[src/rtl/hash_pkg.sv]
// Shared definitions for the fullHash message feeder, the hash core and their benches.
package hash_pkg;

  localparam int HASH_LEN_W = 64;
  localparam int HASH_DIG_W = 32;

  typedef enum logic [2:0] {
    ST_IDLE = 3'd0,
    ST_LOAD = 3'd1,
    ST_SEND = 3'd2,
    ST_WAIT = 3'd3,
    ST_DONE = 3'd4
  } feeder_state_t;

endpackage

[src/rtl/hash_msg_buf.sv]
// DEPTH x 8 message buffer: one write port, one read port with registered data.
// A read of the address being written in the same cycle returns the new byte.
module hash_msg_buf #(
  parameter int DEPTH = 16,
  parameter int AW    = $clog2(DEPTH)
) (
  input  logic          clk,
  input  logic          rst,
  input  logic          wr_en,
  input  logic [AW-1:0] wr_addr,
  input  logic [7:0]    wr_data,
  input  logic          rd_en,
  input  logic [AW-1:0] rd_addr,
  output logic [7:0]    rd_data
);

  logic [7:0] mem [DEPTH];

  always_ff @(posedge clk) begin
    if (wr_en) mem[wr_addr] <= wr_data;
  end

  // Read data returns to zero whenever no read is requested, so it can drive M directly.
  always_ff @(posedge clk) begin
    if (rst) begin
      rd_data <= '0;
    end else if (rd_en) begin
      rd_data <= (wr_en && (wr_addr == rd_addr)) ? wr_data : mem[rd_addr];
    end else begin
      rd_data <= '0;
    end
  end

endmodule

[src/rtl/hash_msg_feeder.sv]
// Buffers an upstream byte message, replays it into fullHash as one burst and
// hands the digest downstream. Optional WAIT timeout: HASH_FEEDER_TIMEOUT_EN.
module hash_msg_feeder
  import hash_pkg::*;
#(
  parameter int DEPTH   = 16,
  parameter int DIG_W   = HASH_DIG_W,
  parameter int TIMEOUT = 1024
) (
  input  logic                  clk,
  input  logic                  rst,
  input  logic                  in_valid,
  output logic                  in_ready,
  input  logic [7:0]            in_data,
  input  logic                  in_last,
  output logic                  M_valid,
  output logic [7:0]            M,
  output logic [HASH_LEN_W-1:0] C_in,
  input  logic                  hash_ready,
  input  logic [DIG_W-1:0]      digest,
  output logic                  dig_valid,
  input  logic                  dig_ready,
  output logic [DIG_W-1:0]      dig_data,
  output logic                  err_ovf,
  output logic                  err_tmo,
  output logic                  busy,
  output feeder_state_t         fsm_state
);

  localparam int AW = $clog2(DEPTH);
  localparam int LW = AW + 1;
  localparam logic [LW-1:0] LEN_MAX = LW'(DEPTH);

  feeder_state_t state_q, state_d;
  logic [LW-1:0] len_q, len_d, rd_ptr_q, rd_ptr_d;
  logic          ovf_q, ovf_d;
  logic          in_hs, dig_hs, tmo_hit;
  logic          wr_en, rd_en;
  logic [AW-1:0] wr_addr, rd_addr;

  // Handshakes: a transfer happens on a rising edge where valid and ready are both high.
  assign in_hs     = in_valid & in_ready;
  assign dig_hs    = dig_valid & dig_ready;
  assign err_ovf   = ovf_q;
  assign fsm_state = state_q;
  assign rd_en     = (state_d == ST_SEND);

  hash_msg_buf #(.DEPTH(DEPTH), .AW(AW)) u_buf (
    .clk     (clk),
    .rst     (rst),
    .wr_en   (wr_en),
    .wr_addr (wr_addr),
    .wr_data (in_data),
    .rd_en   (rd_en),
    .rd_addr (rd_addr),
    .rd_data (M)
  );

  always_comb begin
    state_d  = state_q;
    len_d    = len_q;
    rd_ptr_d = rd_ptr_q;
    ovf_d    = ovf_q;
    wr_en    = 1'b0;
    wr_addr  = len_q[AW-1:0];
    rd_addr  = '0;
    case (state_q)
      ST_IDLE: if (in_hs) begin
        wr_en    = 1'b1;
        wr_addr  = '0;
        len_d    = LW'(1);
        rd_ptr_d = '0;
        state_d  = in_last ? ST_SEND : ST_LOAD;
      end
      ST_LOAD: if (in_hs) begin
        if (len_q == LEN_MAX) begin
          ovf_d = 1'b1;
        end else begin
          wr_en = 1'b1;
          len_d = len_q + 1'b1;
        end
        rd_ptr_d = '0;
        if (in_last) state_d = ST_SEND;
      end
      ST_SEND: begin
        // Address runs one ahead of the byte currently on M.
        rd_addr  = AW'(rd_ptr_q + 1'b1);
        rd_ptr_d = rd_ptr_q + 1'b1;
        if (rd_ptr_q == len_q - 1'b1) state_d = ST_WAIT;
      end
      ST_WAIT: if (hash_ready || tmo_hit) state_d = ST_DONE;
      ST_DONE: if (dig_hs) begin
        state_d = ST_IDLE;
        len_d   = '0;
        ovf_d   = 1'b0;
      end
      default: state_d = ST_IDLE;
    endcase
  end

  always_ff @(posedge clk) begin
    if (rst) begin
      state_q   <= ST_IDLE;
      len_q     <= '0;
      rd_ptr_q  <= '0;
      ovf_q     <= 1'b0;
      in_ready  <= 1'b0;
      M_valid   <= 1'b0;
      C_in      <= '0;
      dig_valid <= 1'b0;
      dig_data  <= '0;
      busy      <= 1'b0;
    end else begin
      state_q   <= state_d;
      len_q     <= len_d;
      rd_ptr_q  <= rd_ptr_d;
      ovf_q     <= ovf_d;
      in_ready  <= (state_d == ST_IDLE) || (state_d == ST_LOAD);
      M_valid   <= (state_d == ST_SEND);
      C_in      <= (state_d == ST_SEND) ? {{(HASH_LEN_W-LW){1'b0}}, len_d} : '0;
      dig_valid <= (state_d == ST_DONE);
      busy      <= (state_d != ST_IDLE);
      if (state_q == ST_WAIT) begin
        if (hash_ready)   dig_data <= digest;
        else if (tmo_hit) dig_data <= '0;
      end
    end
  end

`ifdef HASH_FEEDER_TIMEOUT_EN
  localparam int TW = $clog2(TIMEOUT) + 1;
  logic [TW-1:0] tmo_cnt;
  logic          tmo_q;

  // tmo_cnt holds the number of WAIT cycles already spent before the current one.
  assign tmo_hit = (state_q == ST_WAIT) && (tmo_cnt == TW'(TIMEOUT - 1));
  assign err_tmo = tmo_q;

  always_ff @(posedge clk) begin
    if (rst) begin
      tmo_cnt <= '0;
      tmo_q   <= 1'b0;
    end else begin
      tmo_cnt <= (state_q == ST_WAIT) ? tmo_cnt + 1'b1 : '0;
      if (tmo_hit && !hash_ready) tmo_q <= 1'b1;
      else if (dig_hs)            tmo_q <= 1'b0;
    end
  end
`else
  assign tmo_hit = 1'b0;
  assign err_tmo = 1'b0;
`endif

endmodule

[config.mk]
export PLATFORM = sky130hd
export DESIGN_NAME = hash_msg_feeder
export DESIGN_NICKNAME = d
export VERILOG_FILES = /design/src/rtl/hash_pkg.sv /design/src/rtl/hash_msg_buf.sv /design/src/rtl/hash_msg_feeder.sv
export SDC_FILE = /design/constraint.sdc
export NUM_CORES = 1
export LEC_CHECK = 0
export ABC_AREA = 0
export BUFFER_PORTS_ARGS = -buffer_cell sky130_fd_sc_hd__buf_2
export CAP_MARGIN = 10
export CORE_MARGIN = 3
export CORE_UTILIZATION = 42
export CTS_CLUSTER_DIAMETER = 100
export DETAILED_ROUTE_END_ITERATION = 12
export GPL_TIMING_DRIVEN = 0
export MAX_ROUTING_LAYER = met4
export SYNTH_ARGS = -nofsm -noshare
export SYNTH_HDL_FRONTEND = slang
export SYNTH_HIERARCHICAL = 1
export SYNTH_SLANG_ARGS = --single-unit
[constraint.sdc]
create_clock -name clk -period 4.15 [get_ports clk]
set_input_delay 0.415 -clock clk [delete_from_list [all_inputs] [get_ports clk]]
set_output_delay 0.415 -clock clk [all_outputs]
set_load 0.02 [all_outputs]
Word-level counts from Yosys, hierarchy flattened

Memory sizes are Yosys's and may differ from the RTL's. A register that Yosys moved wholly into a read port is not among the register bits.
Index checks and enable logic that the tools add are counted.

Memories kept: 1
Register bits after elaboration: 114
RAM bits: 128
Output and inout bits: 113

Memories:

| name      | depth | bits a word | rd ports | clocked after memory_dff | wr ports | RTL line           | text |
|---|---|---|---|---|---|---|---|
| u_buf.mem | 16    | 8           | 1        | 1                        | 1        | hash_msg_buf.sv:17 | `logic [7:0] mem [DEPTH];` |

Mux-type cells: 28
Reduce and logical (&&, ||, !) cells: 11
Equality and inequality tests: 13
Add/sub/neg operators: 3
Bitwise logic cells: 3

Operators by type and width:

| operator              | number |
|---|---|
| $mux W5               | 5 |
| $mux W3               | 6 |
| $pmux W3 S5           | 1 |
| $pmux W5 S3           | 1 |
| $mux W4               | 3 |
| $add A5 B1 Y5 const B | 2 |
| $pmux W5 S2           | 1 |
| $eq A3 B2 Y1 const B  | 3 |
| $mux W1               | 8 |
| $eq A3 B1 Y1 const B  | 2 |
| $eq A3 B3 Y1 const B  | 2 |
| $logic_not A3 Y1      | 2 |
| $ne A2 B2 Y1 const B  | 3 |
| $eq A5 B5 Y1          | 1 |
| $eq A5 B5 Y1 const B  | 1 |
| $sub A5 B1 Y5 const B | 1 |
| $pmux W1 S2           | 2 |
| $reduce_and A2 Y1     | 2 |
| $reduce_and A4 Y1     | 1 |
| $reduce_bool A2 Y1    | 2 |
| $reduce_or A2 Y1      | 2 |
| $reduce_bool A3 Y1    | 1 |
| $and A1 B1 Y1         | 2 |
| $mux W2               | 1 |
| other kinds (3)       | 3 |

Logic depth before layout (Yosys ltp)

Gate-level depths: netlist (run 1).

Depth in word-level cells: 7
Depth in mapped cells: 11
Gate-level depth less buffers: 10

Modules after synthesis

Netlist (run 1), hierarchy kept.

Modules (own cells, without submodules):

| module          | times used | area an instance (um^2) | cells an instance |
|---|---|---|---|
| hash_msg_buf    | 1          | 5,308.8                 | 249 |
| hash_msg_feeder | 1          | 2,768.9                 | 350 |

Least setup slack after synthesis (run 1)

Ideal clock, no wire load.

Path kind: reg2reg
Start: register len_q[0]
End: memory u_buf.mem[0][0], enable pin
Data arrival time: 2.545 ns
Cell stages (with the launch flop): 9
Setup time: 0.383 ns
Period minus slack after synthesis: 2.929 ns
Path slack: 1.221 ns
Path through: dfxtp_1 -> inv_1 -> ha_1 -> nor3b_1 -> and2_1 -> buf_2 -> a21oi_1 -> or3b_2 -> nor3_1

Longest elaborated chain between the ends: 6

RTL lines:

| element                       | RTL line               | text |
|---|---|---|
| start: declaration            | hash_msg_feeder.sv:35  | `logic [LW-1:0] len_q, len_d, rd_ptr_q, rd_ptr_d;` |
| start signal: assignment      | hash_msg_feeder.sv:115 | `len_q <= len_d;` |
| $eq A5 B5 Y1                  | hash_msg_feeder.sv:76  | `if (len_q == LEN_MAX) begin` |
| $mux W1                       | hash_msg_feeder.sv:76  |  |
| $mux W1                       | hash_msg_feeder.sv:75  | `ST_LOAD: if (in_hs) begin` |
| $pmux W1 S2                   | hash_msg_feeder.sv:67  | `case (state_q)` |
| named net wr_en               | hash_msg_feeder.sv:38  | `logic wr_en, rd_en;` |
| $mux W1                       | hash_msg_buf.sv:20     | `if (wr_en) mem[wr_addr] <= wr_data;` |
| $mux W1 (not written as such) | hash_msg_buf.sv:20     |  |
| end: declaration              | hash_msg_buf.sv:17     |  |

The timed path passes the listed nets, and every way through them passes these cells.

Worst setup path after layout (run 1)

Ends and elaborated chain as after synthesis.

==> results.cfg, run 1 <==
[grt]
grt_pass1_wl_um = 26800
gr-total-overflow = 0
grt_usage_pct = 17.5
antenna_found_initial = 0
grt_pass1_vias = 4957
grt_max_degree = 18

[die]
core_um2 = 18800
die_h_um = 145
die_w_um = 145
rows = 50
ioPinCount = 159
initial_utilization_pct = 42.9
die-area_um2 = 20900

[clock_network]
clk_pin_slew_ps = 70
ctsHoldBuffers = 0
clock-sinks = 191
numCtsBuffers = 17
cts_setup_buffers = 0
cts_tree = built
ctsResizeCount = 0
worstSkewPairLatency_ps = 420
clockBufferDepth = 2
htree_num_levels = 4
root_buffer = clkbuf_16

[layout]
fin_util_pct = 51.7
drive_above_1_share_pct = 29.8
antenna_cells = 0
syn2layout_area_growth_pct = 20.6
fin_nets = 827

[route]
viasPerCell = 4.87
drt_iter0_markers = 429
postRouteAntennaNets = 0
vias = 5115
drc = 0
dr.pass1.iters = 4
wl_per_cell_um = 16.8
finalWirelength_um = 17600

[hold_path]
min_path_type = input pin to flip-flop
min_path_cells = 3

[critical_path]
worstPathArrival_ps = 3510
critPathSlowestCell = nor3_1
worst_setup_path_end_kind = flip-flop
max_stage_delay_ps = 560
path_class = flip-flop to flip-flop
startpoint_type = flip-flop
rr_worst_depth = 9
critPathMaxFanout = 7
crit_chain = inv_1 > ha_1 > nor3b_1 > and2_1 > buf_2 > a21oi_1 > or3b_2 > nor3_1 > buf_4
worstPathRequired_ps = 4280

[pwr]
cellPowerDensity_nw_per_um2 = 407
ir_worst_vdd_uv = 263
power.leakage_uw = 0.00375

[timing]
final-hold-violation-count = 0
holdWs_ps = 227
period_needed_ps = 3380
setup_ws_ps = 773
setup-tns-final_ps = 0
finalClockSkew_ps = 9.43
max-slew-margin-rel_pct = 23.0
grt_setup_unrepaired = no
slew_violations = 0
max_clock_freq_ghz = 0.296
tightest_slew_ps = 1150
finalSetupViolCount = 0
finalCritPeriodShare_pct = 81.4

[flow_run]
cap_viol_max_count = 0

[synthesis]
synth_area_um2 = 8080
syn_inst = 599
async_flop_share_pct = 0
synth-main-ff-cell = edfxtp_1
ys_seq_area_share_pct = 63.2
synth_warnings = 6
synth.distinct_cells = 53
synth.avg_cell_area_um2 = 13.5
ys_seq_elements = 191
synth_edf_count = 128

[placed_design]
dp_hpwl_um = 12600
gp_congestion = 0.925
post-place-ws_ps = 751
port_buffers = 98

[status]
status = finished clean
## per-layer routing
metal | vias to the layer above | track usage (%) | wire (um)
li1 | 2447 | - | -
met4 | 0 | 5.50 | 283
met2 | 173 | 28.0 | 8780
met5 | - | - | 0
met3 | 21 | 3.61 | 1090
met1 | 2474 | 22.4 | 7490
## critical path: cells and delay by family, from the launching register on
kind / cells / cell delay (ps)
simple gates: 4 / 1420
buf+inv: 3 / 540
flops: 1 / 470
compound gates: 1 / 410
fa+ha+maj: 1 / 250
## report_power, final
group	switching, uW	internal (uW)	total [uW]	leakage (uW)
logic	173	119	293	0.00179
registers	8.36	2040	2050	0.00166
clock network	692	934	1630	0.000302
total	873	3090	3970	0.00375
## synth_stat cells (all sizes together) (2+ instances only)
library cell | number | share of area [%]
clkbuf | 16 | 0.76
and4b | 2 | 0.25
dfxtp | 63 | 16
nor2 | 38 | 1.8
nand3b | 4 | 0.37
a31oi | 5 | 0.57
clkdlybuf4s25 | 3 | 0.37
mux4 | 32 | 9.4
ha | 3 | 0.46
a311o | 2 | 0.25
buf | 76 | 7.2
nor3b | 3 | 0.28
or3b | 2 | 0.22
a21oi | 43 | 2.7
a21o | 3 | 0.28
a22oi | 17 | 1.6
nor4bb | 2 | 0.25
inv | 2 | 0.093
nand3 | 10 | 0.62
xor2 | 5 | 0.54
xnor2 | 6 | 0.65
nand2 | 80 | 3.7
edfxtp | 128 | 48
nor3 | 11 | 0.68
a211oi | 3 | 0.28
a22o | 8 | 0.87
nor2b | 6 | 0.46
nand2b | 6 | 0.46
and2 | 3 | 0.23
nor4 | 3 | 0.23
## layout by cell type (no fill, tap or decap), types with 3 or more instances in the layout
cell type | Yosys | routed
nor2b_1 | 6 | 6
clkbuf_1 | 15 | 15
buf_4 | 62 | 63
nor3_1 | 11 | 10
mux4_1 | 10 | 10
nor3b_1 | 3 | 3
nor2_1 | 38 | 38
nor4_1 | 3 | 3
a22o_1 | 8 | 8
clkdlybuf4s25_2 | 3 | 3
nand3_1 | 10 | 10
a21oi_1 | 43 | 43
a31oi_1 | 4 | 4
mux4_2 | 22 | 22
dfxtp_1 | 63 | 63
edfxtp_1 | 128 | 128
xnor2_1 | 6 | 6
ha_1 | 3 | 3
a211oi_1 | 3 | 3
a22oi_1 | 17 | 17
nand2b_1 | 6 | 6
clkinv_4 | 0 | 3
a21o_1 | 3 | 3
clkbuf_16 | 0 | 19
and2_1 | 3 | 3
nand3b_1 | 4 | 4
xor2_1 | 5 | 5
nand2_1 | 80 | 80
buf_2 | 9 | 108
clkinv_2 | 0 | 3
conb_1 | 1 | 60
## metrics by stage
| step | cells | instance area, um2 | total power [uW] |
|---|---|---|---|
| after floorplan | 658 | 8300 | 2300 |
| after global placement | 1016 | 9110 | 2370 |
| after detailed placement | 1017 | 9120 | 2380 |
| after CTS | 1049 | 9720 | 4010 |
| after global routing | 1051 | 9740 | 4110 |
| final | 1051 | 9740 | 3970 |
## sequential cells by signal (all words and copies together) (netlist names)
register and count:
u_buf/rd_data 8, in_ready 1, dig_valid 1, dig_data 32
M_valid 1, rd_ptr_q 5, busy 1, C_in 5
err_ovf 1, fsm_state 3, u_buf/mem 128, len_q 5
## cell families (layout without fill, tap and decap cells)
logic type               count (synthesis)  count (layout)  synth area share, %
adder cells (fa/ha/maj)                  3               3                0.465
AND/OR/NAND/NOR                        178             178                 10.3
other                                    1              60               0.0464
AO/OA/AOI/OAI                           85              85                 6.92
buffers and inverters                   97             230                 8.41
flip-flops                             191             191                 63.2
XOR/XNOR                                11              11                 1.19
multiplexers                            33              33                 9.51
## path summary, 6_finish.rpt
kind,startpoint,to,slack (ps)
worst max-delay path,len_q[0]$_SDFF_PP0_,u_buf/mem[0][0]$_DFFE_PP_,770
worst min-delay path,digest[15],dig_data[15]$_SDFFE_PP0P_,230
worst max register to register,len_q[0]$_SDFF_PP0_,u_buf/mem[0][0]$_DFFE_PP_,770
worst min register to register,dig_data[25]$_SDFFE_PP0P_,dig_data[25]$_SDFFE_PP0P_,460
## area by class of cell
class	instances	area [um2]
flip-flops and latches	191	5100
inverters	2	7.51
plain buffers	95	672
clock buffers	21	503
repair buffers	101	510
multi-input cells	370	2520
fillers	1674	9090
clock inverters	11	98.8
well taps	260	325
Power figures use the tool's default switching activity.
==> run 2: changes to the inputs <==
Settings changed: ABC_AREA 0 to 1, PLACE_DENSITY set to 0.65.
Clock period 4.15 ns to 3.1 ns, I/O delays scaled along.
==> results.cfg, run 2 <==
[layout]
antenna_cells = 0
top_regs = u_buf/mem: 128 flops, dig_data: 32 flops, u_buf/rd_data: 8 flops
fin_nets = 1215
syn2layout_area_growth_pct = 18.4
largest_register_ffs = 128
largest_register = u_buf/mem
drive_above_1_share_pct = 20.2
layout_commonest_cell = nand2_1
final_cell_mix = nand2_1, inv_1, edfxtp_1, buf_2, nand3_1

[critical_path]
worst_setup_path_end_kind = flip-flop
r2r_slack_ps = 480
crit_chain = inv_1 > ha_1 > nand3_2 > o21ai_0 > inv_1 > nand3_1 > nor2_1
crit_top_cell = inv_1
critPathMaxFanout = 8
critPathSlowestCell = nor2_1
worstPathArrival_ps = 2680
worstPathRequired_ps = 3150
startpoint_type = flip-flop
max_stage_delay_ps = 760
crit_family = simple AND/OR/NAND/NOR gates
path_class = flip-flop to flip-flop
critPathBufInv = 2

[clock_network]
ctsHoldBuffers = 0
ctsResizeCount = 0
clockBufferDepth = 2
worstSkewPairLatency_ps = 430
root_buffer = clkbuf_16
clock-sinks = 191
cts_setup_buffers = 0
htree_num_levels = 4
numCtsBuffers = 17
cts_tree = built
clk_pin_slew_ps = 80

[placed_design]
gp_congestion = 0.931
dp_hpwl_um = 14600
port_buffers = 98

[die]
initial_utilization_pct = 43.1
rows = 52
die_w_um = 151
die_h_um = 151
core_um2 = 20400
ioPinCount = 159
die-area_um2 = 22700

[timing]
slew_violations = 0
max_clock_freq_ghz = 0.381
finalSetupViolCount = 0
tightest_slew_ps = 944
finalClockSkew_ps = 11.7
finalCritPeriodShare_pct = 84.7
period_needed_ps = 2620
max-slew-margin-rel_pct = 36.9
setup-tns-final_ps = 0
final-hold-violation-count = 0
grt_setup_unrepaired = no
holdWs_ps = 150

[route]
drc = 0
postRouteAntennaNets = 0
finalWirelength_um = 20400
wl_per_cell_um = 14.1
drt_iter0_markers = 546
dr.pass1.iters = 7
vias = 6717
viasPerCell = 4.64

[synthesis]
netlist_top_cells_count = nand2_1, inv_1, edfxtp_1
synth.area.top_cells = edfxtp_1, dfxtp_1, nand2_1
synth.most_common_cell = nand2_1
syn_inst = 990
ys_seq_elements = 191
ys_seq_area_share_pct = 58.0
netlist.area_leader.share_pct = 43.6
synth_area_um2 = 8810
synth_warnings = 6
synth_largest_area_cell = edfxtp_1
synth_edf_count = 128
synth-main-ff-cell = edfxtp_1
async_flop_share_pct = 0
synth.avg_cell_area_um2 = 8.90
synth.distinct_cells = 35

[grt]
grt_max_degree = 19
grt_pass1_vias = 6294
grt_usage_pct = 19.0
antenna_found_initial = 0
grt_pass1_wl_um = 32400
gr-total-overflow = 0

[pwr]
ir_worst_vdd_uv = 364
power.leakage_uw = 0.00492
cellPowerDensity_nw_per_um2 = 515
power.total_uw = 5370

[status]
status = finished clean

[flow_run]
cap_viol_max_count = 0

[hold_path]
min_path_type = input pin to flip-flop
-- run 2: layout make-up --
cell class	instances	area, um2
Buffer	99	659
Clock buffer	17	425
Clock inverter	15	149
Fill cell	1934	10000
Inverter	158	603
Multi-Input combinational cell	601	2660
Sequential cell	191	5100
Tap cell	270	338
Timing Repair Buffer	98	490
-- run 2: power breakdown --
group / total [uW] / switching, uW / internal, uW
clock: 2130 / 995 / 1140
sequential: 2750 / 12.7 / 2740
combinational: 493 / 329 / 164
total: 5370 / 1340 / 4040
-- run 2: path summary, 6_finish.rpt --
| path | cells after the start | from | end |
|---|---|---|---|
| worst max-delay path | 7 | len_q[0]$_SDFF_PP0_ | u_buf/mem[12][4]$_DFFE_PP_ |
| worst min-delay path | 3 | digest[15] | dig_data[15]$_SDFFE_PP0P_ |
| worst max register to register | 7 | len_q[0]$_SDFF_PP0_ | u_buf/mem[12][4]$_DFFE_PP_ |
| worst min register to register | 2 | dig_data[14]$_SDFFE_PP0P_ | dig_data[14]$_SDFFE_PP0P_ |
-- run 2: metrics by stage --
step	util (%)	instance area (um2)	cells	setup slack, ps
after floorplan	-	9030	1049	1020
after global placement	48.3	9860	1417	492
after detailed placement	48.3	9860	1417	451
after CTS	51.1	10400	1449	492
after global routing	51.1	10400	1449	256
final	51.1	10400	1449	475
-- run 2: cell families (layout without fill, tap and decap cells) --
| kind of cell | Yosys count | in the layout | share of synthesized area [%] |
|---|---|---|---|
| and+or+nand+nor | 441 | 441 | 21.2 |
| buffers and inverters | 257 | 387 | 14.3 |
| DFF | 191 | 191 | 58.0 |
| AOI/OAI and AO/OA | 96 | 96 | 5.99 |
| adders and majority gates | 3 | 3 | 0.426 |
| other | 1 | 60 | 0.0426 |
| xor gates and xnor gates | 1 | 1 | 0.0994 |
-- run 2: layer usage --
metal,track usage [%],part of all wire [%],up-vias
li1,-,-,3390
met1,24.8,45,3014
met2,30.3,46,289
met3,3.89,7.3,24
met4,5.39,1.2,0
met5,-,0,-
-- run 2: worst min-delay path: cells and delay by family --
kind | cells | cell delay, ps
buffers and inverters | 1 | 70
AO/OA/AOI/OAI | 2 | 170
